==> src/rtl/pipeline_hazard_ctrl_if.sv <==
// Interface bundling the hazard controller's pipeline-side signals.
// master: the pipeline datapath (drives status, receives latch controls).
// slave:  the hazard controller itself.
interface pipeline_hazard_ctrl_if #(
    parameter int REG_W = 5,
    parameter int CNT_W = 32
);
    // Status from the pipeline
    logic             ihit;
    logic             dhit;
    logic             mem_dREN;
    logic             mem_dWEN;
    logic             ex_dREN;
    logic [REG_W-1:0] ex_wsel;
    logic [REG_W-1:0] id_rs;
    logic [REG_W-1:0] id_rt;
    logic             ex_redirect;
    logic             ex_halt;
    logic             wb_halt;

    // Controls back to the pipeline
    logic             pc_en;
    logic             ifid_en;
    logic             idex_en;
    logic             exmem_en;
    logic             memwb_en;
    logic             ifid_flush;
    logic             idex_flush;
    logic             halted;
    logic [CNT_W-1:0] stall_cycles;
    logic [CNT_W-1:0] flush_count;

    // Debug view of the controller state: 0 RUN, 1 DWAIT, 2 DRAIN, 3 HALTED
    logic [1:0]       fsm_state;

    modport master (
        output ihit, dhit, mem_dREN, mem_dWEN, ex_dREN, ex_wsel, id_rs, id_rt,
               ex_redirect, ex_halt, wb_halt,
        input  pc_en, ifid_en, idex_en, exmem_en, memwb_en, ifid_flush, idex_flush,
               halted, stall_cycles, flush_count, fsm_state
    );

    modport slave (
        input  ihit, dhit, mem_dREN, mem_dWEN, ex_dREN, ex_wsel, id_rs, id_rt,
               ex_redirect, ex_halt, wb_halt,
        output pc_en, ifid_en, idex_en, exmem_en, memwb_en, ifid_flush, idex_flush,
               halted, stall_cycles, flush_count, fsm_state
    );
endinterface

==> src/rtl/pipeline_hazard_ctrl.sv <==
// Hazard sequencer for the 5-stage pipeline: decides per cycle which
// pipeline latches advance or take a bubble and whether the PC updates.
// Optional macro PIPE_PERF_CNT_EN adds saturating stall/flush counters;
// without it both counter outputs are tied to zero.
// Handshake: each control is a same-cycle qualifier; a latch samples its
// input on CLK only when its enable is 1, and loads a bubble instead when
// its flush is also 1 (a flush without its enable has no meaning and never
// occurs).
module pipeline_hazard_ctrl #(
    parameter int REG_W = 5,
    parameter int CNT_W = 32
) (
    input  logic                  CLK,
    input  logic                  nRST,
    pipeline_hazard_ctrl_if.slave hz
);
    typedef enum logic [1:0] {
        RUN    = 2'd0,
        DWAIT  = 2'd1,
        DRAIN  = 2'd2,
        HALTED = 2'd3
    } state_t;

    state_t fsm_q, fsm_d;
    logic   halted_q, halted_d;

    logic [REG_W-1:0] ex_wsel, id_rs, id_rt;
    logic mem_busy, load_use;
    logic pc_en, ifid_en, idex_en, exmem_en, memwb_en, ifid_flush, idex_flush;

    assign ex_wsel = hz.ex_wsel;
    assign id_rs   = hz.id_rs;
    assign id_rt   = hz.id_rt;

    // Hazard terms: outstanding dcache access and load-use dependency
    always_comb begin
        mem_busy = (hz.mem_dREN | hz.mem_dWEN) & ~hz.dhit;
        load_use = hz.ex_dREN & (ex_wsel != '0) &
                   ((ex_wsel == id_rs) | (ex_wsel == id_rt));
    end

    // Next state and per-cycle latch/PC control decision
    always_comb begin
        fsm_d      = fsm_q;
        halted_d   = halted_q;
        pc_en      = 1'b0;
        ifid_en    = 1'b0;
        idex_en    = 1'b0;
        exmem_en   = 1'b0;
        memwb_en   = 1'b0;
        ifid_flush = 1'b0;
        idex_flush = 1'b0;
        case (fsm_q)
            RUN, DWAIT: begin
                if (mem_busy) begin
                    // Whole pipeline frozen until the dcache answers
                    fsm_d = DWAIT;
                end else begin
                    fsm_d    = hz.ex_halt ? DRAIN : RUN;
                    idex_en  = 1'b1;
                    exmem_en = 1'b1;
                    memwb_en = 1'b1;
                    if (hz.ex_redirect) begin
                        // Squash the two younger wrong-path instructions
                        pc_en      = 1'b1;
                        ifid_en    = 1'b1;
                        ifid_flush = 1'b1;
                        idex_flush = 1'b1;
                    end else if (load_use || !hz.ihit) begin
                        // Hold fetch/decode, insert a bubble into EX
                        idex_flush = 1'b1;
                    end else begin
                        pc_en   = 1'b1;
                        ifid_en = 1'b1;
                    end
                end
            end
            DRAIN: begin
                // Stop fetching; older instructions flow out behind the halt
                if (!mem_busy) begin
                    ifid_en    = 1'b1;
                    ifid_flush = 1'b1;
                    idex_en    = 1'b1;
                    idex_flush = load_use;
                    exmem_en   = 1'b1;
                    memwb_en   = 1'b1;
                end
            end
            HALTED: begin
                fsm_d = HALTED;
            end
        endcase
        if (hz.wb_halt) begin
            fsm_d    = HALTED;
            halted_d = 1'b1;
        end
        if (!nRST) begin
            pc_en      = 1'b0;
            ifid_en    = 1'b0;
            idex_en    = 1'b0;
            exmem_en   = 1'b0;
            memwb_en   = 1'b0;
            ifid_flush = 1'b0;
            idex_flush = 1'b0;
        end
    end

    // State and sticky halt registers
    always_ff @(posedge CLK or negedge nRST) begin
        if (!nRST) begin
            fsm_q    <= RUN;
            halted_q <= 1'b0;
        end else begin
            fsm_q    <= fsm_d;
            halted_q <= halted_d;
        end
    end

`ifdef PIPE_PERF_CNT_EN
    localparam logic [CNT_W-1:0] CNT_ONE = {{(CNT_W-1){1'b0}}, 1'b1};

    logic [CNT_W-1:0] stall_cycles_q, stall_cycles_d;
    logic [CNT_W-1:0] flush_count_q, flush_count_d;

    // Saturating performance counters, frozen once halted
    always_comb begin
        stall_cycles_d = stall_cycles_q;
        flush_count_d  = flush_count_q;
        if (fsm_q != HALTED) begin
            if (!pc_en && (stall_cycles_q != '1))
                stall_cycles_d = stall_cycles_q + CNT_ONE;
            if ((ifid_flush || idex_flush) && (flush_count_q != '1))
                flush_count_d = flush_count_q + CNT_ONE;
        end
    end

    // Counter registers
    always_ff @(posedge CLK or negedge nRST) begin
        if (!nRST) begin
            stall_cycles_q <= '0;
            flush_count_q  <= '0;
        end else begin
            stall_cycles_q <= stall_cycles_d;
            flush_count_q  <= flush_count_d;
        end
    end

    assign hz.stall_cycles = stall_cycles_q;
    assign hz.flush_count  = flush_count_q;
`else
    assign hz.stall_cycles = {CNT_W{1'b0}};
    assign hz.flush_count  = {CNT_W{1'b0}};
`endif

    assign hz.pc_en      = pc_en;
    assign hz.ifid_en    = ifid_en;
    assign hz.idex_en    = idex_en;
    assign hz.exmem_en   = exmem_en;
    assign hz.memwb_en   = memwb_en;
    assign hz.ifid_flush = ifid_flush;
    assign hz.idex_flush = idex_flush;
    assign hz.halted     = halted_q;
    assign hz.fsm_state  = fsm_q;
endmodule

==> src/flat_wrapper.sv <==
// flat-port wrapper written by rule: the top's interface ports become plain ports
module pipeline_hazard_ctrl_flat 
#(
    parameter int REG_W = 5,
    parameter int CNT_W = 32
)
  (CLK, nRST, hz_ihit, hz_dhit, hz_mem_dREN, hz_mem_dWEN, hz_ex_dREN, hz_ex_wsel, hz_id_rs, hz_id_rt, hz_ex_redirect, hz_ex_halt, hz_wb_halt, hz_pc_en, hz_ifid_en, hz_idex_en, hz_exmem_en, hz_memwb_en, hz_ifid_flush, hz_idex_flush, hz_halted, hz_stall_cycles, hz_flush_count, hz_fsm_state);
  pipeline_hazard_ctrl_if #(.REG_W(REG_W), .CNT_W(CNT_W)) hz_i ();
  input  logic CLK;
  input  logic nRST;
  input wire logic [$bits(hz_i.ihit)-1:0] hz_ihit;
  input wire logic [$bits(hz_i.dhit)-1:0] hz_dhit;
  input wire logic [$bits(hz_i.mem_dREN)-1:0] hz_mem_dREN;
  input wire logic [$bits(hz_i.mem_dWEN)-1:0] hz_mem_dWEN;
  input wire logic [$bits(hz_i.ex_dREN)-1:0] hz_ex_dREN;
  input wire logic [$bits(hz_i.ex_wsel)-1:0] hz_ex_wsel;
  input wire logic [$bits(hz_i.id_rs)-1:0] hz_id_rs;
  input wire logic [$bits(hz_i.id_rt)-1:0] hz_id_rt;
  input wire logic [$bits(hz_i.ex_redirect)-1:0] hz_ex_redirect;
  input wire logic [$bits(hz_i.ex_halt)-1:0] hz_ex_halt;
  input wire logic [$bits(hz_i.wb_halt)-1:0] hz_wb_halt;
  output wire logic [$bits(hz_i.pc_en)-1:0] hz_pc_en;
  output wire logic [$bits(hz_i.ifid_en)-1:0] hz_ifid_en;
  output wire logic [$bits(hz_i.idex_en)-1:0] hz_idex_en;
  output wire logic [$bits(hz_i.exmem_en)-1:0] hz_exmem_en;
  output wire logic [$bits(hz_i.memwb_en)-1:0] hz_memwb_en;
  output wire logic [$bits(hz_i.ifid_flush)-1:0] hz_ifid_flush;
  output wire logic [$bits(hz_i.idex_flush)-1:0] hz_idex_flush;
  output wire logic [$bits(hz_i.halted)-1:0] hz_halted;
  output wire logic [$bits(hz_i.stall_cycles)-1:0] hz_stall_cycles;
  output wire logic [$bits(hz_i.flush_count)-1:0] hz_flush_count;
  output wire logic [$bits(hz_i.fsm_state)-1:0] hz_fsm_state;
  assign hz_i.ihit = hz_ihit;
  assign hz_i.dhit = hz_dhit;
  assign hz_i.mem_dREN = hz_mem_dREN;
  assign hz_i.mem_dWEN = hz_mem_dWEN;
  assign hz_i.ex_dREN = hz_ex_dREN;
  assign hz_i.ex_wsel = hz_ex_wsel;
  assign hz_i.id_rs = hz_id_rs;
  assign hz_i.id_rt = hz_id_rt;
  assign hz_i.ex_redirect = hz_ex_redirect;
  assign hz_i.ex_halt = hz_ex_halt;
  assign hz_i.wb_halt = hz_wb_halt;
  assign hz_pc_en = hz_i.pc_en;
  assign hz_ifid_en = hz_i.ifid_en;
  assign hz_idex_en = hz_i.idex_en;
  assign hz_exmem_en = hz_i.exmem_en;
  assign hz_memwb_en = hz_i.memwb_en;
  assign hz_ifid_flush = hz_i.ifid_flush;
  assign hz_idex_flush = hz_i.idex_flush;
  assign hz_halted = hz_i.halted;
  assign hz_stall_cycles = hz_i.stall_cycles;
  assign hz_flush_count = hz_i.flush_count;
  assign hz_fsm_state = hz_i.fsm_state;
  pipeline_hazard_ctrl #(.REG_W(REG_W), .CNT_W(CNT_W)) u_core (.CLK(CLK), .nRST(nRST), .hz(hz_i));
endmodule
==> config.mk <==
export PLATFORM = sky130hd
export DESIGN_NAME = pipeline_hazard_ctrl_flat
export DESIGN_NICKNAME = d
export VERILOG_FILES = /design/src/rtl/pipeline_hazard_ctrl_if.sv /design/src/rtl/pipeline_hazard_ctrl.sv /design/src/flat_wrapper.sv
export SDC_FILE = /design/constraint.sdc
export NUM_CORES = 1
export LEC_CHECK = 0
export CORE_AREA = 3 3 63 65
export CTS_CLUSTER_SIZE = 30
export DETAILED_ROUTE_END_ITERATION = 6
export DIE_AREA = 0 0 66 68
export PLACE_DENSITY_LB_ADDON = 0.25
export SYNTH_ARGS = -nofsm -noshare
export SYNTH_HDL_FRONTEND = slang
export SYNTH_SLANG_ARGS = --single-unit
==> constraint.sdc <==
create_clock -name CLK -period 1.52 [get_ports CLK]
set_clock_uncertainty 0.05 [all_clocks]
set_input_delay 0.304 -clock CLK [delete_from_list [all_inputs] [get_ports CLK]]
set_output_delay 0.304 -clock CLK [all_outputs]
set_load 0.05 [all_outputs]
==> out/qor.csv <==
stage;metric;value;unit
logic_synthesis;synth.cell_area;814.5;sq um
routing;drc;0;
global_routing;grt_pass1_vias;517;
sta;final_hold_viol_count;0;
worst_setup_path;crit_chain;buf_8 > or4_4 > o21ai_2 > inv_2 > a21boi_2 > o31a_2 > buf_12;
finish;syn2layout_area_growth;54.22;%
worst_setup_path;path_max_fanout;2;
clock_tree;clk_latency;0.23;ns
global_routing;grt_pass1_wl;2.270;mm
worst_setup_path;worst_path_largest_cell_delay;0.52;ns
power_and_ir_drop;p_leak;0.6416;nW
finish;num_antenna_cells;0;
logic_synthesis;synthCells;106;
global_routing;grt_max_degree;7;
global_routing;overflow;0;
clock_tree;clock-root-buffer;clkbuf_4;
finish;fin_area;0.001256;sq mm
logic_synthesis;synth_seq_cells;3;
logic_synthesis;yosys_warnings;0;
placement;dp_hpwl;1.549;mm
routing;drt-pass1-iter-count;2;
worst_setup_path;slowest_stage;or4_4;
status;violations;setup timing;
power_and_ir_drop;vdd_drop_max;0.1861;mV
sta;setup-violations-final;7;
clock_tree;clockBufferDepth;2;
sta;max_freq;0.5201;GHz
routing;wirelength;1.729;mm
floorplanning;dieArea;0.004488;sq mm
logic_synthesis;synth_cell_types;22;
global_routing;grt_usage;6.706;%
floorplanning;dieWidth;66;um
worst_setup_path;critPathArrivalTime;1.57;ns
sta;post-route-period-util;126.5;%
worst_setup_path;crit_type;input pin to primary output;
placement;portBuffers;34;
sta;period_minus_slack;1.923;ns
worst_setup_path;cp-end-kind;primary output;
logic_synthesis;synth_area_per_cell;7.684;sq um
sta;rsz0062_at_grt;true;
routing;via_per_inst;3.164;
placement;preCtsSetupSlack;-0.8382;ns
finish;drive_gt1_share;31.61;%
floorplanning;io_pins;99;
logic_synthesis;seq_area_frac_synth;9.217;%
sta;fin_ws;-0.4028;ns
routing;wl_per_cell;8.602;um
clock_tree;numCtsBuffers;3;
placement;gp_congestion;0.7628;
routing;drt_iter0_markers;2;
placement;dpl_cell_area;0.001147;sq mm
job;cap_violations;0;
worst_setup_path;crit_required;1.17;ns
sta;slew_viol_final;0;
power_and_ir_drop;power_density;567.1;mW/mm^2
finish;num-nets-final;181;
min_path;hold_class;input pin to asynchronous set/reset pin;
status;status;finished with violations;
global_routing;antenna_found_initial;0;
routing;vias;636;
floorplanning;coreArea;0.003390;sq mm
floorplanning;die_h;68;um
clock_tree;tritoncts;built;
floorplanning;rows;21;
clock_tree;h-tree-depth;1;
clock_tree;cts_sinks;3;
clock_tree;clkTransAtPathRegs;0.04;ns
floorplanning;initial_core_util;24.03;%
finish;utilization;37.06;%
power_and_ir_drop;finalPower;0.0007124;W
worst_setup_path;startpoint_type;input pin;
routing;drtAntennaViolNets;0;
[through the flow]
stage	cells	hold slack (ns)	setup TNS [ns]
2_1_floorplan	169	-0.04159	-1.360
3_3_place_gp	192	0.4716	-3.994
3_5_place_dp	192	0.4774	-3.925
4_1_cts	199	0.3230	-2.402
5_1_grt	201	0.02143	-1.973
6_report	201	0.01452	-1.572
[repair_timing]
item,4_1_cts,5_1_grt
pin swaps,19,9
endpoints found under the setup margin,7,7
hold buffers,0,0
resized for setup,39,15
setup buffers,3,2
gates cloned,0,0
[final timing paths]
check	start	end	slack [ns]	cells after the start
max	hz_ex_wsel[1]	hz_ifid_en	-0.40	7
min	nRST	u_core.hz.halted	0.01	2
max reg2reg	u_core.hz.fsm_state[1]	u_core.hz.fsm_state[1]	0.50	2
min reg2reg	u_core.hz.halted	u_core.hz.halted	0.48	1
max in group asynchronous	nRST	u_core.hz.fsm_state[1]	1.30	2
min in group CLK	hz_dhit	u_core.hz.fsm_state[0]	0.46	4
[synth_stat cells]
library cell,number,area (sq um)
nand3_1,2,10.01
o21bai_1,1,7.510
nand2_1,3,11.26
or4_1,1,7.510
xnor2_1,10,87.58
clkbuf_1,1,3.750
mux2_2,1,11.26
o31a_2,1,10.01
nor2_1,2,7.510
nor2b_1,1,6.260
o21ai_0,1,5.000
or2_2,1,6.260
o22ai_1,1,6.260
buf_4,66,495.5
a211o_1,1,8.760
a21boi_2,1,11.26
inv_1,2,7.510
conb_1,1,3.750
a21oi_1,4,20.02
o21a_1,1,7.510
o21ai_1,1,5.000
dfrtp_1,3,75.07
[flip-flops by register name, summed over array words and instances (netlist names)]
register	count
u_core.hz.halted	1
u_core.hz.fsm_state	2
[worst max-delay path, delay by kind of cell]
kind | cells | cell delay, ns
AND/OR/NAND/NOR | 1 | 0.52
buffers and inverters | 3 | 0.28
AO/OA/AOI/OAI | 3 | 0.47
[routing by layer]
layer	vias up	routed length (um)	global-route usage, %
met1	280	516	6.530
met3	0	263	3.448
met2	51	949	11.89
met4	0	0	3.046
li1	305	-	-
met5	-	0	0
[power breakdown]
group	switching [W]	internal [W]	total [W]	leakage, nW
clock network	0.0000414	0.0000984	0.000140	0.0150
logic	0.000399	0.0000937	0.000492	0.601
registers	0.000000000000000000378	0.0000803	0.0000803	0.0259
total	0.000440	0.000272	0.000712	0.642
[layout make-up]
| cell class | count | area (sq um) |
|---|---|---|
| Timing Repair Buffer | 49 | 538.0 |
| Sequential cell | 3 | 76.32 |
| Tap cell | 46 | 57.56 |
| Clock buffer | 4 | 26.28 |
| Multi-Input combinational cell | 97 | 550.5 |
| Inverter | 2 | 7.507 |
| Fill cell | 344 | 2133 |
[cells in the final DEF, fill, tap and decap left out, drive strengths merged, types with 3 or more instances in the layout]
master / Yosys / layout
conb: 1 / 64
nand2: 3 / 3
clkbuf: 1 / 5
clkdlybuf4s50: 0 / 4
dlygate4sd2: 0 / 10
buf: 66 / 29
dfrtp: 3 / 3
xnor2: 10 / 10
dlymetal6s2s: 0 / 3
a21oi: 4 / 4
[cell families (layout without fill, tap and decap cells)]
logic type / Yosys count / in the layout / synth area share, %
xor+xnor: 10 / 10 / 10.75
compound gates: 12 / 12 / 9.985
simple gates: 10 / 10 / 5.992
flops: 3 / 3 / 9.216
buf+inv: 69 / 55 / 62.21
mux: 1 / 1 / 1.382
other cells: 1 / 64 / 0.4604
Note: power is estimated with default switching activity, not from simulation.
==> patch: new RTL, config.mk and constraints unchanged <==
`CNT_W` is set to 32 in 3 places; all go to 28.
--- a/src/rtl/pipeline_hazard_ctrl_if.sv
+++ b/src/rtl/pipeline_hazard_ctrl_if.sv
@@ -4,5 +4,5 @@
 interface pipeline_hazard_ctrl_if #(
     parameter int REG_W = 5,
-    parameter int CNT_W = 32
+    parameter int CNT_W = 28
 );
     // Status from the pipeline
--- a/src/rtl/pipeline_hazard_ctrl.sv
+++ b/src/rtl/pipeline_hazard_ctrl.sv
@@ -9,5 +9,5 @@
 module pipeline_hazard_ctrl #(
     parameter int REG_W = 5,
-    parameter int CNT_W = 32
+    parameter int CNT_W = 28
 ) (
     input  logic                  CLK,
--- a/src/flat_wrapper.sv
+++ b/src/flat_wrapper.sv
@@ -3,5 +3,5 @@
 #(
     parameter int REG_W = 5,
-    parameter int CNT_W = 32
+    parameter int CNT_W = 28
 )
   (CLK, nRST, hz_ihit, hz_dhit, hz_mem_dREN, hz_mem_dWEN, hz_ex_dREN, hz_ex_wsel, hz_id_rs, hz_id_rt, hz_ex_redirect, hz_ex_halt, hz_wb_halt, hz_pc_en, hz_ifid_en, hz_idex_en, hz_exmem_en, hz_memwb_en, hz_ifid_flush, hz_idex_flush, hz_halted, hz_stall_cycles, hz_flush_count, hz_fsm_state);
Ports: changed (resized hz_flush_count and hz_stall_cycles); port bits go from 99 to 91. The function was not compared with the original's and may differ.
==> patch against the unedited design <==
  * The run still ends with negative setup slack left
  * Global-route usage increased by 0.11 points
  * Cell count decreased by 4.5%
  * Maximum frequency about the same
  * Non-clock buffer count decreased by 1
  * Critical path depth unchanged
  * Wire length decreased by 2.3%
  * Setup slack improved by 0.0017 ns
  * Area after synthesis decreased by 7.4%
  * First-iteration DRC count increased by 50%
  * Sequential cell count unchanged
  * Total power decreased by 5.2%
  * Cell area decreased by 2.7%
  * Critical path type unchanged
  * Critical endpoint unchanged
  * Largest power group unchanged
==> patch: results (changes against the unedited design) <==
INFO  metric tns = -1.27 ns (was -1.57 ns)
INFO  metric global_route_met3_usage = 3.94% (was 3.45%)
INFO  metric dr_wl_met3 = 320 um (was 263 um)
INFO  metric timing.critical_path.from = hz_ex_wsel[4] (was hz_ex_wsel[1])
INFO  metric p_leak = 0.591 nW (was 0.642 nW)
INFO  metric gr-usage-all-layers = 6.81% (was 6.71%)
INFO  metric globalRouteMet1Util = 6.83% (was 6.53%)
INFO  metric yosysSeqAreaShare = 9.95% (was 9.22%)
INFO  metric report.final.setup_viol = 4 (was 7)
INFO  metric first_global_vias = 527 (was 517)
INFO  metric netlist_top_cells_count = sky130_fd_sc_hd__buf_4, sky130_fd_sc_hd__xnor2_1, sky130_fd_sc_hd__a21oi_1 (unchanged)
INFO  metric via_count = 619 (was 636)
INFO  metric status = finished with violations (unchanged)
INFO  metric drt-initial-drc-count = 3 (was 2)
INFO  metric fin_worst_hold_slack = 0.500 ns (was 0.0145 ns)
INFO  metric worst_r2r_endpoint = u_core.hz.fsm_state[0] (was u_core.hz.fsm_state[1])
INFO  metric grt_first_pass_wirelength = 2.30 mm (was 2.27 mm)
INFO  metric violations = negative setup slack (unchanged)
INFO  metric p_sw_share = 59.8% (was 61.8%)
INFO  metric synth_xor_area_share = 11.6% (was 10.8%)
INFO  metric final-instance-count-excl-fill = 192 (was 201)
INFO  metric place_inst = 182 (was 192)
INFO  metric holdCritPathClass = reg2reg (was in2async)
INFO  metric syn_area_per_cell = 7.70 um^2 (was 7.68 um^2)
INFO  metric worst_r2r_path_depth = 3 (was 2)
INFO  metric post-route-worst-setup-slack = -0.401 ns (was -0.403 ns)
INFO  metric nFillCells = 366 (was 344)
==> patch: repair_timing <==
action / CTS / global route
hold buffers: 1 / 0
gates resized for setup: 55 / 10
hold endpoints to repair: 3 / 0
pin swaps: 24 / 11
setup endpoints to repair: 7 / 7
setup buffers: 5 / 0
==> patch: final cells by class <==
type / instances / area (um^2) / area share (%)
clock buffer: 4 / 26.3 / 2.15
inverter: 2 / 7.51 / 0.614
sequential: 3 / 77.6 / 6.35
timing repair buffer: 48 / 518 / 42.4
tap: 46 / 57.6 / 4.71
multi-input combinational: 89 / 536 / 43.8
==> patch: power groups by stage <==
stage          Clock [mW]  Combinational, mW  Sequential [mW]
2_1_floorplan           0              0.453           0.0813
5_1_grt             0.168              0.471           0.0801
3_5_place_dp            0              0.430           0.0813
4_1_cts             0.157              0.440           0.0802
6_report            0.146              0.449           0.0802
3_3_place_gp            0              0.429           0.0813
